<file path="src/rtl/dms_pkg.sv">
// Shared types and width helpers for the CDR charge-pump loop controller.
package dms_pkg;

  // Loop state; encoding is visible on the state output port.
  typedef enum logic [1:0] {
    CP_IDLE = 2'd0,
    CP_ACQ  = 2'd1,
    CP_TRK  = 2'd2,
    CP_LOCK = 2'd3
  } cp_state_t;

  // Signed net vote width: holds +/-vote_w with one bit of headroom.
  function automatic int net_width(input int vote_w);
    return $clog2(vote_w) + 2;
  endfunction

  // Counter width able to hold 0..n-1 (at least one bit).
  function automatic int cnt_width(input int n);
    return (n < 2) ? 1 : $clog2(n);
  endfunction

  // Counter width able to hold 0..n inclusive.
  function automatic int sat_width(input int n);
    return (n < 1) ? 1 : $clog2(n + 1);
  endfunction

endpackage

</file>
<file path="src/rtl/dms_cp_pulse.sv">
// Charge-pump pulse generator: one registered up or down pulse of a
// programmable width, timed by a down-counter and killed by abort.
module dms_cp_pulse
  import dms_pkg::*;
#(
  parameter int WIDTH_W = 4
) (
  input  logic               clk,
  input  logic               rst_n,
  input  logic               abort,
  input  logic               start_up,
  input  logic               start_dn,
  input  logic [WIDTH_W-1:0] width,
  output logic               up,
  output logic               down
);

  logic [WIDTH_W-1:0] cnt;
  logic               start;

  // Up wins if both starts ever coincide, so up and down stay exclusive.
  assign start = (start_up | start_dn) & (width != '0);

  // Load the remaining-cycle count on start, count down, drop at zero.
  always_ff @(posedge clk or negedge rst_n) begin
    if (!rst_n) begin
      up   <= 1'b0;
      down <= 1'b0;
      cnt  <= '0;
    end else if (abort) begin
      up   <= 1'b0;
      down <= 1'b0;
      cnt  <= '0;
    end else if (start) begin
      up   <= start_up;
      down <= start_dn & ~start_up;
      cnt  <= width - WIDTH_W'(1);
    end else if (cnt != '0) begin
      cnt  <= cnt - WIDTH_W'(1);
    end else begin
      up   <= 1'b0;
      down <= 1'b0;
    end
  end

endmodule

</file>
<file path="src/rtl/dms_cp_ctrl.sv">
// Bang-bang CDR loop controller. Accumulates early/late votes over fixed
// windows, fires one charge-pump pulse per window and tracks lock.
//
//   state   | meaning
//   --------+-----------------------------------------------------------
//   CP_IDLE | loop disabled, counters cleared, no pulses
//   CP_ACQ  | acquiring: wide pulses, waiting for a balanced window
//   CP_TRK  | tracking: narrow pulses, counting consecutive balanced wins
//   CP_LOCK | locked: narrow pulses, leaves only on a bad window
module dms_cp_ctrl
  import dms_pkg::*;
#(
  parameter int VOTE_W     = 16,
  parameter int PW_ACQ     = 8,
  parameter int PW_TRK     = 2,
  parameter int LOCK_THR   = 2,
  parameter int UNLOCK_THR = 8,
  parameter int LOCK_CNT   = 32
) (
  input  logic                         clk,
  input  logic                         rst_n,
  input  logic                         en,
  input  logic                         vld,
  input  logic                         early,
  input  logic                         late,
  output logic                         up,
  output logic                         down,
  output logic                         locked,
  output logic [1:0]                   state,
  output logic [net_width(VOTE_W)-1:0] net_last
);

  localparam int NW  = net_width(VOTE_W);
  localparam int CW  = cnt_width(VOTE_W);
  localparam int LW  = sat_width(LOCK_CNT);
  localparam int PWW = CW;

  cp_state_t             st_q, st_d;
  logic [CW-1:0]         smp_q;
  logic signed [NW-1:0]  net_q;
  logic signed [NW-1:0]  net_nxt;
  logic signed [NW-1:0]  delta;
  logic signed [NW-1:0]  net_last_q;
  logic [LW-1:0]         lck_q, lck_d;
  logic                  take;
  logic                  win_end;
  logic                  balanced;
  logic                  bad;
  logic                  start_up;
  logic                  start_dn;
  logic [PWW-1:0]        pw_sel;
  int                    net_i;
  int                    net_abs;

  // A sample counts only while enabled and out of IDLE.
  assign take    = en & vld & (st_q != CP_IDLE);
  assign win_end = take & (smp_q == CW'(VOTE_W - 1));

  // Per-sample vote: late pushes up, early pushes down, ties count as zero.
  always_comb begin
    delta = '0;
    if (late && !early) begin
      delta = {{(NW-1){1'b0}}, 1'b1};
    end else if (early && !late) begin
      delta = '1;
    end
  end

  assign net_nxt = take ? (net_q + delta) : net_q;

  // Window classification on the final net including the closing sample.
  always_comb begin
    net_i    = int'(net_nxt);
    net_abs  = (net_i < 0) ? -net_i : net_i;
    balanced = (net_abs <= LOCK_THR);
    bad      = (net_abs >= UNLOCK_THR);
  end

  // Vote accumulator and sample counter; cleared at window end or disable.
  always_ff @(posedge clk or negedge rst_n) begin
    if (!rst_n) begin
      smp_q <= '0;
      net_q <= '0;
    end else if (!en || win_end) begin
      smp_q <= '0;
      net_q <= '0;
    end else if (take) begin
      smp_q <= smp_q + CW'(1);
      net_q <= net_nxt;
    end
  end

  // Last completed window's net vote; survives disable, cleared by reset.
  always_ff @(posedge clk or negedge rst_n) begin
    if (!rst_n) begin
      net_last_q <= '0;
    end else if (win_end) begin
      net_last_q <= net_nxt;
    end
  end

  // State and lock-run counter registers.
  always_ff @(posedge clk or negedge rst_n) begin
    if (!rst_n) begin
      st_q  <= CP_IDLE;
      lck_q <= '0;
    end else begin
      st_q  <= st_d;
      lck_q <= lck_d;
    end
  end

  // Next-state logic; transitions other than enable happen at window end.
  always_comb begin
    st_d  = st_q;
    lck_d = lck_q;
    if (!en) begin
      st_d  = CP_IDLE;
      lck_d = '0;
    end else begin
      case (st_q)
        CP_IDLE: begin
          st_d = CP_ACQ;
        end
        CP_ACQ: begin
          if (win_end && balanced) begin
            st_d  = CP_TRK;
            lck_d = '0;
          end
        end
        CP_TRK: begin
          if (win_end) begin
            if (bad) begin
              st_d  = CP_ACQ;
              lck_d = '0;
            end else if (balanced) begin
              if (lck_q != LW'(LOCK_CNT)) begin
                lck_d = lck_q + LW'(1);
              end
              if (lck_q >= LW'(LOCK_CNT - 1)) begin
                st_d = CP_LOCK;
              end
            end else begin
              lck_d = '0;
            end
          end
        end
        CP_LOCK: begin
          if (win_end && bad) begin
            st_d  = CP_ACQ;
            lck_d = '0;
          end
        end
        default: begin
          st_d  = CP_IDLE;
          lck_d = '0;
        end
      endcase
    end
  end

  // Pulse direction from the sign of the final net; width from the state
  // the loop was in when the window closed.
  assign start_up = win_end & ~net_nxt[NW-1] & (net_nxt != '0);
  assign start_dn = win_end &  net_nxt[NW-1];
  assign pw_sel   = (st_q == CP_ACQ) ? PWW'(PW_ACQ) : PWW'(PW_TRK);

  dms_cp_pulse #(
    .WIDTH_W (PWW)
  ) u_pulse (
    .clk      (clk),
    .rst_n    (rst_n),
    .abort    (~en),
    .start_up (start_up),
    .start_dn (start_dn),
    .width    (pw_sel),
    .up       (up),
    .down     (down)
  );

  assign state    = st_q;
  assign locked   = (st_q == CP_LOCK);
  assign net_last = net_last_q;

endmodule

</file>
<file path="config.mk">
export PLATFORM = sky130hd
export DESIGN_NAME = dms_cp_ctrl
export DESIGN_NICKNAME = d
export VERILOG_FILES = /design/src/rtl/dms_pkg.sv /design/src/rtl/dms_cp_pulse.sv /design/src/rtl/dms_cp_ctrl.sv
export SDC_FILE = /design/constraint.sdc
export NUM_CORES = 1
export LEC_CHECK = 0
export CAP_MARGIN = 10
export CORE_MARGIN = 1
export CORE_UTILIZATION = 50
export DETAILED_ROUTE_END_ITERATION = 10
export DONT_BUFFER_PORTS = 1
export MAX_ROUTING_LAYER = met4
export SLEW_MARGIN = 20
export SYNTH_ARGS = -nofsm -noshare
export SYNTH_HDL_FRONTEND = slang
export SYNTH_HIERARCHICAL = 1
export SYNTH_SLANG_ARGS = --single-unit
</file>
<file path="constraint.sdc">
create_clock -name clk -period 4.4 [get_ports clk]
set_clock_uncertainty 0.05 [all_clocks]
set_input_delay 0.88 -clock clk [delete_from_list [all_inputs] [get_ports clk]]
set_output_delay 0.88 -clock clk [all_outputs]
set_load 0.01 [all_outputs]
</file>
==> results.rst, run 1 <==
.. list-table::
   :header-rows: 1

   * - Metric
     - Value
   * - Outcome
     - finished, violations left
   * - Violations in the final reports
     - design-rule violations
   * - Final global-route overflow total
     - 0
   * - CTS Buf Count
     - 5
   * - Clock tree root driver cell
     - clkbuf_8
   * - Final worst-path setup slack
     - 0.3450 ns
   * - Hold Buf Count CTS
     - 0
   * - Final design instance area without fill
     - 2597 sq um
   * - RSZ-0062 raised after global routing
     - false
   * - Upper clock frequency limit
     - ~250 MHz
   * - Slew at the pin with the worst max-slew slack
     - approximately 0.52 ns
   * - Detail-routed net length per standard cell
     - 15.61 um
   * - Number of input and output port buffers inserted
     - 0
   * - Most frequent cells after synthesis
     - 30 x dfrtp_1, 29 x nand2_1, 18 x nor2_1, 18 x o21ai_0, 15 x nand3_1
   * - Site row count
     - 24
   * - Commonest register cell after synthesis
     - dfrtp_1
   * - First-pass GRT wire length
     - 9025 um
   * - Proportion of synthesized chip area in sequential cells
     - between 30% and 40%
   * - Top Ports
     - 17
   * - Post-cts resize count
     - 0
   * - H-Tree Level Count
     - 2
   * - Flops & latches, synth
     - 30
   * - Portion of the clock cycle consumed by the worst path in the final layout
     - approximately 92%
   * - Pwr/cell area
     - between 400 and 500 nW/um^2
   * - Final number of setup-violating endpoints
     - 0
   * - Cell depth of the worst flop-to-flop path
     - 16
   * - Worst flop-to-flop path endpoint
     - lck_q[3]$_DFFE_PN0P_
   * - Overall power consumption
     - ~1.1 mW
   * - Drt drc
     - 1
   * - Share of cells above drive strength 1
     - a little under an eighth
   * - Setup fix buffers added after clock tree synthesis
     - 0
   * - Dpl cell area
     - ~2500 sq um
   * - Count of clock tree sinks
     - 30
   * - Diodes inserted
     - 0
   * - Count of different cell masters after synthesis
     - between 70 and 80
   * - Die Wd
     - 71.32 um
   * - Global router's overall resource usage
     - between 20% and 30%
   * - Initial antenna violation count
     - 0
   * - Static Leakage
     - 1.103 nW
   * - Final wirelength
     - 5198 um
   * - Share of the synthesized area in the top cell type
     - roughly 31%
   * - Hold violation count in the final report
     - 0
   * - Max clock buf depth
     - 2
   * - Sum of negative setup slack
     - 0 ns
   * - Number of iterations in the first detailed-routing pass
     - 7
   * - Synth Cell Area
     - about 2400 sq um
   * - Layout overhead on the synthesized area
     - 8.125%
   * - Type of the setup path with the least slack
     - input pin to register
   * - Total number of vias
     - between 2000 and 2500
   * - Number of warning messages in the yosys log
     - 6
   * - Clock transition time at the flip-flop clock pins of the worst setup and hold paths
     - around 0.070 ns
   * - CTS tree
     - done
   * - Later-pin clock latency in the skew report
     - 0.28 ns
   * - RePlAce Congestion
     - roughly 0.84
   * - Initial detailed-routing violation count
     - 120
   * - Die Outline Area
     - approximately 5100 sq um
   * - Height of the die
     - around 71 um
   * - # nets final
     - roughly 300
   * - Syn_area_per_cell
     - between 8 and 9 sq um
   * - CP Data Arrival Time
     - about 4.2 ns
   * - Max Cap Violations
     - 0
   * - Cell accounting for the most synthesized area
     - dfrtp_1
   * - Vias per cell
     - 6.072
   * - Worst vdd rail ir drop
     - slightly below 0.3 mV
   * - Most used standard cell by instance count after synthesis
     - dfrtp_1
   * - Vias in the first global route
     - ~1900
   * - CORE AREA
     - 4474 sq um
   * - Sort of element at the start of the critical path
     - input pin
   * - Instance count of the mapped netlist
     - 276
   * - Minimum setup slack among reg-to-reg paths
     - 0.75 ns
   * - Kind of capture point of the worst setup path
     - register
   * - Worst slew margin relative to its limit
     - 65.18%
   * - Dpl cells
     - 325
   * - Async set or reset register ratio after synthesis
     - 100.0%
   * - Number of enable flip-flop cells after synthesis
     - 0
   * - Worst reg2reg path startpoint
     - state[1]$_DFFE_PN0P_
   * - Non-filler instance count after layout
     - roughly 330
   * - DP HPWL
     - 3831 um
   * - Tightest Hold Check Type
     - input pin to async pin
   * - Time the worst path needs with I/O delays and setup
     - 4.055 ns
   * - Initial standard-cell utilization of the core
     - 53.69%
   * - Required time of the worst setup path
     - approximately 4.6 ns
   * - Total count of max-transition violations in the final report
     - 0
   * - Cells taking the most area after synthesis
     - dfrtp_1 31%, ha_1 6.8%, nand2_1 4.5%
   * - Maximum number of pins on one net before global-route repair
     - 31
   * - Worst-path maximum fanout
     - 11
   * - Worst slack at placement
     - roughly 0.046 ns
   * - Number of antenna-violating nets in the routed design
     - 0
[metal layers]
layer	global-route usage, %	part of all wire [%]
met1	30.49	50
met2	35.87	45
met3	5.345	2.9
met4	7.333	2.0
met5	-	0
[flip-flops by register name, summed over array words and instances, names as in the netlist]
signal,count
u_pulse/cnt,4
net_q,6
net_last,6
smp_q,4
u_pulse/down,1
lck_q,6
state,2
u_pulse/up,1
[worst max-delay path: stages]
cell	delay, ns
inv_1	0.03
ha_1	0.26
inv_1	0.04
ha_1	0.23
ha_1	0.32
mux2i_1	0.19
ha_1	0.23
nor2b_1	0.22
nand2_1	0.08
nor4_1	0.25
a211oi_2	0.07
o2111ai_1	0.14
a211o_1	0.18
a31o_1	0.17
a31oi_1	0.05
buf_4	0.18
a2111o_1	0.49
o31ai_2	0.18
[report_power, final]
part           switching (mW)  leakage (nW)  internal [mW]
clock network           0.113        0.0714          0.242
logic                   0.243         0.619          0.186
registers              0.0455         0.413          0.303
total                   0.402          1.10          0.730
[kinds of logic (layout without fill, tap and decap cells)]
family,after synthesis,in the layout,synth area share [%]
mux,4,4,1.667
xor+xnor,13,13,5.834
buf+inv,29,27,5.677
fa+ha+maj,13,13,6.771
flops,30,30,31.25
simple gates,105,105,23.28
other cells,1,8,0.1561
compound gates,81,81,25.37
[metrics by stage]
stage | utilization [%] | hold WS [ns]
after floorplan | - | 0.4406
after global routing | 58.05 | 0.2089
after global placement | 54.87 | 0.4833
after CTS | 58.05 | 0.2224
final | 58.05 | 0.2334
after detailed placement | 54.87 | 0.4817
[layout by cell type, fill, tap and decap left out, types with 4 or more instances in the layout]
cell type and n:
conb_1 8, o211ai_1 5, and2_1 5, nand2_1 29, buf_4 7, nor4_1 5, clkbuf_8 6, mux2i_1 4
a21oi_1 9, nand3_1 15, inv_1 11, xor2_1 9, o21ai_0 18, dfrtp_1 30, ha_1 13, nor3_1 6
nor2_1 18
[final cells by class]
cell class | instances | area (sq um)
clock buffer | 6 | 82.58
timing repair buffer | 7 | 52.55
inverter | 12 | 45.04
sequential | 30 | 750.7
tap | 52 | 65.06
multi-input combinational | 224 | 1541
clock inverter | 2 | 60.06
fill | 407 | 1877
[how the worst max path moves through the flow]
stage | start | endpoint | slack [ns] | depth (start not counted)
6_report | late | lck_q[3]$_DFFE_PN0P_ | 0.35 | 18
3_3_place_gp | late | lck_q[2]$_DFFE_PN0P_ | 0.18 | 18
4_1_cts | late | lck_q[2]$_DFFE_PN0P_ | 0.36 | 18
3_5_place_dp | late | lck_q[3]$_DFFE_PN0P_ | 0.05 | 18
2_1_floorplan | late | lck_q[4]$_DFFE_PN0P_ | 0.30 | 19
5_1_grt | late | lck_q[2]$_DFFE_PN0P_ | 0.12 | 18
(Power assumes the default switching activity.)
==> run 2: changes to the inputs <==
--- a/config.mk
+++ b/config.mk
@@ -7,10 +7,12 @@
 export LEC_CHECK = 0
 export CAP_MARGIN = 10
 export CORE_MARGIN = 1
-export CORE_UTILIZATION = 50
+export CORE_UTILIZATION = 55
 export DETAILED_ROUTE_END_ITERATION = 10
 export DONT_BUFFER_PORTS = 1
+export HOLD_SLACK_MARGIN = 0.03
 export MAX_ROUTING_LAYER = met4
+export PLACE_DENSITY = 0.7
 export SLEW_MARGIN = 20
 export SYNTH_ARGS = -nofsm -noshare
 export SYNTH_HDL_FRONTEND = slang
==> results.rst, run 2 (synthesized netlist as in run 1, its figures left out) <==
.. list-table::
   :header-rows: 1

   * - Metric
     - Value
   * - Die Outline Area
     - 4636 sq um (-8.8%)
   * - Clock transition time at the flip-flop clock pins of the worst setup and hold paths
     - 0.07 ns (about the same)
   * - Initial standard-cell utilization of the core
     - 58.79% (+5.1 points)
   * - Type of the setup path with the least slack
     - input pin to register
   * - Final global-route overflow total
     - 0 (unchanged)
   * - CP Data Arrival Time
     - 4.20 ns (about the same)
   * - Cell depth of the worst flop-to-flop path
     - 16 (unchanged)
   * - Top Ports
     - 17 (unchanged)
   * - # nets final
     - 299 (unchanged)
   * - Sequential cell area
     - 750.7 sq um (unchanged)
   * - Final wirelength
     - 5143 um (-1.1%)
   * - Number of iterations in the first detailed-routing pass
     - 4 (-3)
   * - RePlAce Congestion
     - 0.9290 (+11%)
   * - Share of cells above drive strength 1
     - 12.46% (+0.71 points)
   * - Pwr/cell area
     - 401.4 nW/um^2 (-7.9%)
   * - Sum of negative setup slack
     - 0 ns (unchanged)
   * - Height of the die
     - 68.09 um (-4.5%)
   * - Drt drc
     - 0 (-1)
   * - Hold violation count in the final report
     - 0 (unchanged)
   * - Worst slew margin relative to its limit
     - 61.99% (-3.2 points)
   * - Slew at the pin with the worst max-slew slack
     - 0.5654 ns (+0.04738 ns)
   * - Detail-routed net length per standard cell
     - 15.54 um (-0.46%)
   * - Kind of capture point of the worst setup path
     - register
   * - First-pass GRT wire length
     - 8590 um (-4.8%)
   * - Site row count
     - 23 (-4.2%)
   * - Required time of the worst setup path
     - 4.54 ns (about the same)
   * - Area of the multi-input gates
     - 1550 sq um (+0.57%)
   * - Final number of setup-violating endpoints
     - 0 (unchanged)
   * - Sort of element at the start of the critical path
     - input pin
   * - Number of input and output port buffers inserted
     - 0 (unchanged)
   * - Die Wd
     - 68.09 um (-4.5%)
   * - Number of antenna-violating nets in the routed design
     - 0 (unchanged)
   * - Final design instance area without fill
     - 2556 sq um (-1.6%)
   * - Hold Buf Count CTS
     - 0 (unchanged)
   * - Static Leakage
     - 1.081 nW (-2.0%)
   * - CTS Buf Count
     - 5 (unchanged)
   * - CORE AREA
     - 4086 sq um (-8.7%)
   * - Upper clock frequency limit
     - 246.2 MHz (-0.15%)
   * - Commonest non-fill, non-tap cell in the layout
     - dfrtp_1
   * - Worst slack at placement
     - 0.02880 ns (-0.01688 ns)
   * - Hold slack
     - 0.2316 ns (-0.001709 ns)
   * - DP HPWL
     - 3810 um (-0.54%)
   * - Total number of vias
     - 2051 (+1.4%)
   * - Tightest Hold Check Type
     - input pin to async pin
   * - Dpl cells
     - 323 (-0.62%)
   * - Non-filler instance count after layout
     - 331 (-0.60%)
   * - RSZ-0062 raised after global routing
     - false
   * - Layout overhead on the synthesized area
     - 6.406%
   * - Worst-path maximum fanout
     - 6 (-5)
   * - Later-pin clock latency in the skew report
     - 0.29 ns (about the same)
   * - Clock tree root driver cell
     - clkbuf_8
   * - Time the worst path needs with I/O delays and setup
     - 4.061 ns (+0.006126 ns)
   * - Max Cap Violations
     - 0 (unchanged)
   * - Count of clock tree sinks
     - 30 (unchanged)
   * - Fill cell total of the finished layout
     - 364 (-11%)
   * - Commonest non-fill, non-tap cells in the layout
     - 30 x dfrtp_1, 29 x nand2_1, 18 x nor2_1, 18 x o21ai_0, 15 x nand3_1
   * - Vias in the first global route
     - 1901 (-0.42%)
   * - Final worst-path setup slack
     - 0.3389 ns (-0.006126 ns)
   * - Max clock buf depth
     - 2 (unchanged)
   * - Vias per cell
     - 6.196 (+2.0%)
   * - Portion of the clock cycle consumed by the worst path in the final layout
     - 92.30% (+0.14 points)
   * - Worst vdd rail ir drop
     - 0.3895 mV (+33%)
   * - Outcome
     - complete, no violations
   * - Initial antenna violation count
     - 0 (unchanged)
   * - Initial detailed-routing violation count
     - 132 (+10%)
   * - Total count of max-transition violations in the final report
     - 0 (unchanged)
   * - H-Tree Level Count
     - 2 (unchanged)
   * - Dpl cell area
     - 2452 sq um (-0.10%)
   * - Global router's overall resource usage
     - 25.36% (+2.1 points)
   * - Diodes inserted
     - 0 (unchanged)
   * - CTS tree
     - done
   * - Maximum number of pins on one net before global-route repair
     - 31 (unchanged)
[run 2: report_power, final]
group | switching [mW] | internal, mW | total, mW
clock network | 0.108 | 0.126 | 0.234
registers | 0.0479 | 0.303 | 0.351
logic | 0.247 | 0.195 | 0.441
[run 2: final cells by class]
cell class / count / share of cell area [%]
repair buffers: 7 / 2.056
clock inverters: 2 / 0.4895
clock buffers: 6 / 3.231
multi-input cells: 224 / 60.65
flip-flops and latches: 30 / 29.37
well taps: 50 / 2.447
inverters: 12 / 1.762
[run 2: final timing paths]
check	slack [ns]	end	start
setup / recovery	0.34	lck_q[3]$_DFFE_PN0P_	late
hold / removal	0.23	net_last[5]$_DFFE_PN0P_	rst_n
setup reg to reg	0.61	lck_q[3]$_DFFE_PN0P_	state[1]$_DFFE_PN0P_
hold reg to reg	0.50	lck_q[0]$_DFFE_PN0P_	lck_q[0]$_DFFE_PN0P_
max in group asynchronous	3.98	lck_q[1]$_DFFE_PN0P_	rst_n
min in group clk	0.50	lck_q[0]$_DFFE_PN0P_	lck_q[0]$_DFFE_PN0P_
[run 2: stage by stage]
| step | util (%) | total power [mW] |
|---|---|---|
| 6_report | 62.55 | 1.026 |
| 5_1_grt | 62.55 | 1.094 |
| 4_1_cts | 62.34 | 1.025 |
| 3_5_place_dp | 60.01 | 0.7875 |
| 3_3_place_gp | 60.01 | 0.7813 |
| 2_1_floorplan | - | 0.6968 |
[run 2: timing repair]
action / 4_1_cts / 5_1_grt
setup buffers: 0 / 0
setup endpoints to repair: 0 / 3
endpoints found under the hold margin: 0 / 0
resized for setup: 0 / 2
[run 2: critical path, stage by stage]
cell and delay, ns:
inv_1 0.03, ha_1 0.27, inv_1 0.04, ha_1 0.23, ha_1 0.34, mux2i_1 0.11, ha_1 0.26, nor2b_2 0.17
nand2_1 0.11, nor4_2 0.05, a211oi_2 0.18, o2111ai_1 0.18, a211o_1 0.34, nand2_1 0.08, a31oi_1 0.08, buf_4 0.16
a2111o_1 0.48, o31ai_2 0.20
[run 2: metal layers]
| layer | part of all wire [%] | global-route usage [%] | vias to the layer above | wire [um] |
|---|---|---|---|---|
| met3 | 2.5 | 4.500 | 7 | 129 |
| met5 | 0 | - | - | 0 |
| met4 | 1.3 | 7.292 | 0 | 65 |
| met1 | 48 | 31.02 | 990 | 2453 |
| li1 | - | - | 1021 | - |
| met2 | 49 | 42.52 | 33 | 2495 |
